$ cat src/rtl/rgb_fader.sv
// rgb_fader: 3-bit colour code to packed {R,G,B} word, with direct or
// stepped-fade transitions and busy/done status for the controller.
module rgb_fader #(
  parameter int unsigned CW   = 8,
  parameter int unsigned STEP = 1,
  parameter int unsigned DIV  = 1
) (
  input  logic            clk,
  input  logic            rst_n,
  input  logic            enable,
  input  logic            mode,
  input  logic            load,
  input  logic [2:0]      colour,
  output logic [3*CW-1:0] rgb,
  output logic            busy,
  output logic            done
);

  localparam int unsigned RW = 3 * CW;
  localparam int unsigned DW = $clog2(DIV) + 1;
  localparam logic [CW:0]   STEP_X   = (CW+1)'(STEP);
  localparam logic [DW-1:0] DIV_LAST = DW'(DIV - 1);

  logic [RW-1:0] target;
  logic [DW-1:0] div_cnt;
  logic [RW-1:0] rgb_n, tgt_n, lut_c, step_c;
  logic [DW-1:0] div_n;
  logic          done_n;

  // Each colour bit selects full intensity or zero for its channel.
  assign lut_c = {{CW{colour[2]}}, {CW{colour[1]}}, {CW{colour[0]}}};

  assign busy = (rgb != target);

  // One fade step per channel, clamped at the target so it never overshoots.
  for (genvar i = 0; i < 3; i++) begin : g_ch
    logic [CW:0]   cur, tgt, up, dn, gap;
    logic [CW-1:0] nxt;

    assign cur = {1'b0, rgb[i*CW +: CW]};
    assign tgt = {1'b0, target[i*CW +: CW]};
    assign up  = cur + STEP_X;
    assign dn  = cur - STEP_X;
    assign gap = cur - tgt;

    // Up-ramp compares in CW+1 bits so a large step cannot wrap past full.
    always_comb begin
      nxt = cur[CW-1:0];
      if (cur < tgt) begin
        nxt = (up >= tgt) ? tgt[CW-1:0] : up[CW-1:0];
      end else if (cur > tgt) begin
        nxt = (gap <= STEP_X) ? tgt[CW-1:0] : dn[CW-1:0];
      end
    end

    assign step_c[i*CW +: CW] = nxt;
  end

  // Next-state selection; load outranks a coincident step, enable=0 freezes all.
  always_comb begin
    rgb_n  = rgb;
    tgt_n  = target;
    div_n  = div_cnt;
    done_n = done;
    if (enable) begin
      if (load) begin
        tgt_n = lut_c;
        div_n = '0;
        if (!mode) begin
          rgb_n  = lut_c;
          done_n = (lut_c != rgb);
        end else begin
          done_n = 1'b0;
        end
      end else if (busy) begin
        if (!mode) begin
          rgb_n  = target;
          div_n  = '0;
          done_n = 1'b1;
        end else if (div_cnt == DIV_LAST) begin
          rgb_n  = step_c;
          div_n  = '0;
          done_n = (step_c == target);
        end else begin
          div_n  = div_cnt + DW'(1);
          done_n = 1'b0;
        end
      end else begin
        div_n  = '0;
        done_n = 1'b0;
      end
    end
  end

  // State registers with asynchronous clear.
  always_ff @(posedge clk or negedge rst_n) begin
    if (!rst_n) begin
      rgb     <= '0;
      target  <= '0;
      div_cnt <= '0;
      done    <= 1'b0;
    end else begin
      rgb     <= rgb_n;
      target  <= tgt_n;
      div_cnt <= div_n;
      done    <= done_n;
    end
  end

endmodule
$ cat config.mk
export PLATFORM = sky130hd
export DESIGN_NAME = rgb_fader
export DESIGN_NICKNAME = d
export VERILOG_FILES = /design/src/rtl/rgb_fader.sv
export SDC_FILE = /design/constraint.sdc
export NUM_CORES = 1
export LEC_CHECK = 0
export BUFFER_PORTS_ARGS = -buffer_cell sky130_fd_sc_hd__buf_2
export CAP_MARGIN = 5
export CORE_ASPECT_RATIO = 0.5
export CORE_MARGIN = 1.5
export CORE_UTILIZATION = 25
export CTS_BUF_LIST = sky130_fd_sc_hd__clkbuf_4 sky130_fd_sc_hd__clkbuf_8
export DETAILED_ROUTE_END_ITERATION = 8
export REMOVE_ABC_BUFFERS = 1
export SLEW_MARGIN = 15
export SYNTH_ARGS = -nofsm -noshare
export SYNTH_HDL_FRONTEND = slang
export SYNTH_SLANG_ARGS = --single-unit
$ cat constraint.sdc
create_clock -name clk -period 4.23 [get_ports clk]
set_input_delay 0.6345 -clock clk [delete_from_list [all_inputs] [get_ports clk]]
set_output_delay 0.6345 -clock clk [all_outputs]
set_load 0.01 [all_outputs]
=== After elaboration in Yosys (flattened, before gate mapping) ===
Index checks and enable logic that the tools add are counted.

* Multiplexer cells: 26
* Multiply operators: 0
* Shift-type cells: 0
* Magnitude comparators: 12
* Bitwise operators: 0
* Reductions and logical operators: 3
* Divide/modulo/power cells: 0
* Add/sub/neg operators: 10
* Equal/unequal tests: 5

{| class="wikitable"
|+ Operators with widths
! kind !! number
|-
| two-way mux 24 bit || 5
|-
| two-way mux 8 bit || 12
|-
| != test 24 bit || 2
|-
| adder 8 x 1 -> 9 bit, second input constant || 3
|-
| greater-or-equal comparator 9 x 8 -> 1 bit || 3
|-
| less-or-equal comparator 9 x 1 -> 1 bit, second input constant || 3
|-
| subtractor 8 x 8 -> 9 bit || 3
|-
| equality test 24 bit || 1
|-
| greater-than comparator 8 bit || 3
|-
| < comparator 8 bit || 3
|-
| subtractor 8 x 1 -> 8 bit, second input constant || 3
|-
| two-way mux 1 bit || 9
|-
| AND reduction 4 bit || 1
|-
| != test 3 bit, second input constant || 1
|-
| != test 2 bit, second input constant || 1
|-
| AND reduction 2 bit || 1
|-
| nonzero test 2 bit || 1
|-
| adder 1 bit, second input constant || 1
|}

* Memories kept: 0
* Flip-flop bits (word level): 43
* Memory bits (writable): 0
* ROM bits: 0
* Word-level logic and storage cells: 60
* Bits in latches: 0
* Bits of input ports: 8
* Output and inout port bits: 26

=== Depth between registers and ports, before layout ===
* Depth in word-level cells: 10
* Mapped depth: 19
* Gate-level depth less buffers: 16

=== Least setup slack after synthesis ===
Ideal clock, no wire load.

* Path kind: register to register
* From: reg rgb[18]
* To: reg done
* Library setup time: 0.092 ns
* Data required time: 4.138 ns
* Path buffers: 2
* Cell stages (with the launch flop): 19
* Period minus slack after synthesis: 4.231 ns
* Slack: -0.001 ns
* Arrival: 4.139 ns
* Cell sequence: dfrtp_1 -> clkbuf_1 -> and3_1 -> and3_1 -> and3_1 -> xor2_1 -> ha_1 -> and4_1 -> o21ai_0 -> a21oi_1 -> or4_1 -> buf_2 -> and3_4 -> a311oi_1 -> and3_1 -> nand4_1 -> or4_1 -> o2bb2ai_1 -> o31ai_2

* Word-level cells in the longest chain between the ends: 10
* Elaborated cells between the ends (all ways): 19
* Classes of those cells: 3 x add/sub; 4 x order compare; 3 x eq/ne; 9 x mux

{| class="wikitable"
|+ RTL lines
! element !! RTL line !! RTL
|-
| start, declared || 14 || <nowiki>output logic [3*CW-1:0] rgb,</nowiki>
|-
| start signal, assigned || 103 || <nowiki>rgb <= rgb_n;</nowiki>
|-
| subtractor 8 x 8 -> 9 bit || 44 || <nowiki>assign gap = cur - tgt;</nowiki>
|-
| less-or-equal comparator 9 x 1 -> 1 bit || 52 || <nowiki>nxt = (gap <= STEP_X) ? tgt[CW-1:0] : dn[CW-1:0];</nowiki>
|-
| two-way mux 8 bit || 52 ||
|-
| two-way mux 8 bit || 51 || <nowiki>end else if (cur > tgt) begin</nowiki>
|-
| two-way mux 8 bit || 49 || <nowiki>if (cur < tgt) begin</nowiki>
|-
| equality test 24 bit || 83 || <nowiki>done_n = (step_c == target);</nowiki>
|-
| two-way mux 1 bit || 80 || <nowiki>end else if (div_cnt == DIV_LAST) begin</nowiki>
|-
| two-way mux 1 bit || 76 || <nowiki>if (!mode) begin</nowiki>
|-
| two-way mux 1 bit || 75 || <nowiki>end else if (busy) begin</nowiki>
|-
| two-way mux 1 bit (*) || 66 || <nowiki>if (load) begin</nowiki>
|-
| end signal, assigned || 106 || <nowiki>done <= done_n;</nowiki>
|-
| end, declared || 16 || <nowiki>output logic done</nowiki>
|}

Every way passes the cells marked *; elsewhere a longest branch is shown, timed or not.
A chain may end at the register's enable or synchronous reset.

=== Worst setup path after layout ===
* From: reg rgb[16]
* To: reg done

The elaborated chain is that of the path after synthesis.

==> out/qor.yml <==
yosys:
  ys_types: 90
  syn-cell-area_um2: 5230
  synth_area_per_cell_um2: 7.44
  synth_ff_type: "dfrtp_1"
  synth-edff-count: 0
  seq_area_frac_synth: 0.134
  ys_ff_latch: 28
  async_flop_share: 1.00
  ys.warnings.count: 0
  syn_inst: 703
clock_tree:
  cts_max_level: 1
  clock-root-buffer: "clkbuf_8"
  clock_path_buffers: 2
  cts_tree: "done"
  clock-sinks: 28
  cts.reportedPaths.clkPinSlew_ns: 0.12
  ctsHoldBuffers: 0
  clkLatencyLatePin_ns: 0.29
  numCtsBuffers: 3
sta:
  max_freq_mhz: 246
  tightestPinTransition_ns: 1.12
  fin_crit_sh: 0.961
  final-hold-violation-count: 0
  finalSetupTns_ns: 0
  skew_ns: 0.00547
  layout_min_cycle_time_ns: 4.07
  slew_headroom: 0.252
  timing.hold.ws_ns: 0.354
  report.final.slew_viol_count: 0
  rsz0062_at_grt: "false"
  setup-violations-final: 0
  fin_ws_ns: 0.165
worst_setup_path:
  r2r_slack_ns: 0.16
  cp.depth: 17
  path_cells: "and3_1 -> and3_4 -> and3_1 -> xor2_1 -> ha_1 -> and4_1 -> o21ai_0 -> a21oi_1 -> or4_4 -> buf_6 -> inv_1 -> nor2_1 -> o32ai_1 -> a21oi_1 -> or4_4 -> o2bb2ai_1 -> o31ai_2"
  arrival_ns: 4.28
  crit_type: "flop to flop"
  critPathLaunch: "rgb[16]"
  crit_path_max_fanout: 10
  crit_required_ns: 4.44
  critPathCaptureType: "flop"
  cp-endpoint: "done"
  cp_slowest_cell: "or4_4"
  reg2reg_depth: 17
  path_buf_inv: 2
  worst_setup_path_start_kind: "flop"
  r2r-start: "rgb[16]"
  critPathTopFamily: "simple AND/OR/NAND/NOR gates"
  max_stage_delay_ns: 0.56
  regToRegEndpoint: "done"
global_route:
  grt_max_degree: 29
  grt_use_total: 0.150
  grt_pass1_vias: 5458
  gr-total-overflow: 0
  grt_pass1_wl_um: 27900
  antenna_found_initial: 0
floorplanning:
  core-area_um2: 20500
  start_util: 0.255
  die_area_um2: 21800
  fp-row-count: 37
  die_y_um: 105
  die_x_um: 208
  pin_count: 34
placement:
  post-place-ws_ns: 0.106
  io_buffers: 33
  gp_congestion: 0.952
  dp_hpwl_um: 13000
routing:
  drt_first_pass_iters: 6
  wire_per_inst_um: 16.4
  num_vias: 5771
  viasPerCell: 5.65
  wl_um: 16800
  ant_nets: 0
  drt_iter0_drc: 461
  drc: 0
cells_and_area:
  fill_cells: 2194
  utilization: 0.295
  regArea_um2: 704
  diodes: 0
  fin_nets: 815
  multiInputGateArea_um2: 4310
  layout-drive-gt1-share: 0.188
  area_growth_pct: 15.6
run:
  drv_cap: 0
pwr:
  ir_worst_vdd_mv: 0.156
  leakage_nw: 2.43
  p_per_area_nw_per_um2: 528
  power.total_w: 0.00319
status:
  status: "finished, final reports clean"
min_path:
  hp-class: "input port to asynchronous set/reset pin"
## routing by layer
layer  track usage  wire [um]  vias up
li1              -          -     2794
met2         0.260       7770      204
met3       0.00685        769       35
met1         0.208       7920     2738
met5             0          0        -
met4        0.0331        318        0
## flip-flops by register name (all words and copies together), names as in the netlist
signal  flops
target      3
done        1
rgb        24
## report_power, final
part	internal [W]	total (W)	leakage [nW]	switching, W
sequential	0.000320	0.000416	0.330	0.0000960
combinational	0.00102	0.00255	2.06	0.00152
clock	0.000127	0.000231	0.0357	0.000104
## per-stage QoR
step / std cells / cell area, um^2
after floorplan: 669 / 5080
after global placement: 1017 / 5900
after detailed placement: 1017 / 5900
after CTS: 1021 / 5980
after global routing: 1022 / 6050
final: 1022 / 6050
## kinds of logic after synthesis
group           count (synthesis)  share of synthesized area
flops                          28                      0.134
buf+inv                        67                     0.0519
xor+xnor                       25                     0.0419
compound gates                264                      0.358
fa+ha+maj                      57                      0.141
mux                            11                     0.0222
simple gates                  251                      0.251
## placed cells by master, fill, tap and decap left out, drive strengths merged, types with 13 or more instances in the layout
master | Yosys | layout
buf | 11 | 76
a21oi | 64 | 64
nor2 | 57 | 57
o21ai | 57 | 57
nand2 | 54 | 54
ha | 54 | 54
inv | 33 | 33
nand3 | 29 | 29
dfrtp | 28 | 28
nor3 | 18 | 18
a31oi | 16 | 16
xnor2 | 14 | 14
nand4 | 14 | 14
and3 | 14 | 14
a211oi | 13 | 13
## worst min path at each step
stage,cells after the start,end
2_1_floorplan,0,done
3_3_place_gp,2,done
3_5_place_dp,2,done
4_1_cts,1,rgb[18]
5_1_grt,1,rgb[18]
6_report,1,rgb[19]
## cell type report
class | count | share of cell area
multi-input cells | 608 | 0.713
flip-flops and latches | 28 | 0.117
repair buffers | 76 | 0.0813
well taps | 273 | 0.0565
inverters | 33 | 0.0205
clock buffers | 3 | 0.00683
clock inverters | 1 | 0.00497
## cells in the mapped netlist, types with 6 or more instances
cell | count | area [um^2]
a21oi_1 | 59 | 295
nor2_1 | 55 | 206
ha_1 | 54 | 676
nand2_1 | 54 | 203
o21ai_0 | 45 | 225
inv_1 | 33 | 124
dfrtp_1 | 28 | 701
nand3_1 | 28 | 140
clkbuf_1 | 23 | 86.3
nor3_1 | 18 | 90.1
a31oi_1 | 16 | 100
nand4_1 | 14 | 87.6
xnor2_1 | 14 | 123
and3_1 | 12 | 75.1
xor2_1 | 11 | 96.3
a211oi_1 | 10 | 75.1
o211ai_1 | 10 | 75.1
o22ai_1 | 10 | 62.6
o31ai_1 | 10 | 75.1
o21ai_1 | 9 | 45.0
nand2b_1 | 8 | 50.1
or2_2 | 8 | 50.1
a21o_1 | 7 | 52.6
buf_2 | 7 | 35.0
nor4_1 | 7 | 43.8
or3_1 | 7 | 43.8
mux2i_1 | 6 | 60.1
o21a_1 | 6 | 45.0
## repair_timing
| action | 4_1_cts | 5_1_grt |
|---|---|---|
| setup buffers | 0 | 1 |
| endpoints found under the setup margin | 0 | 1 |
| resized for setup | 0 | 17 |
(Power assumes the default switching activity.)
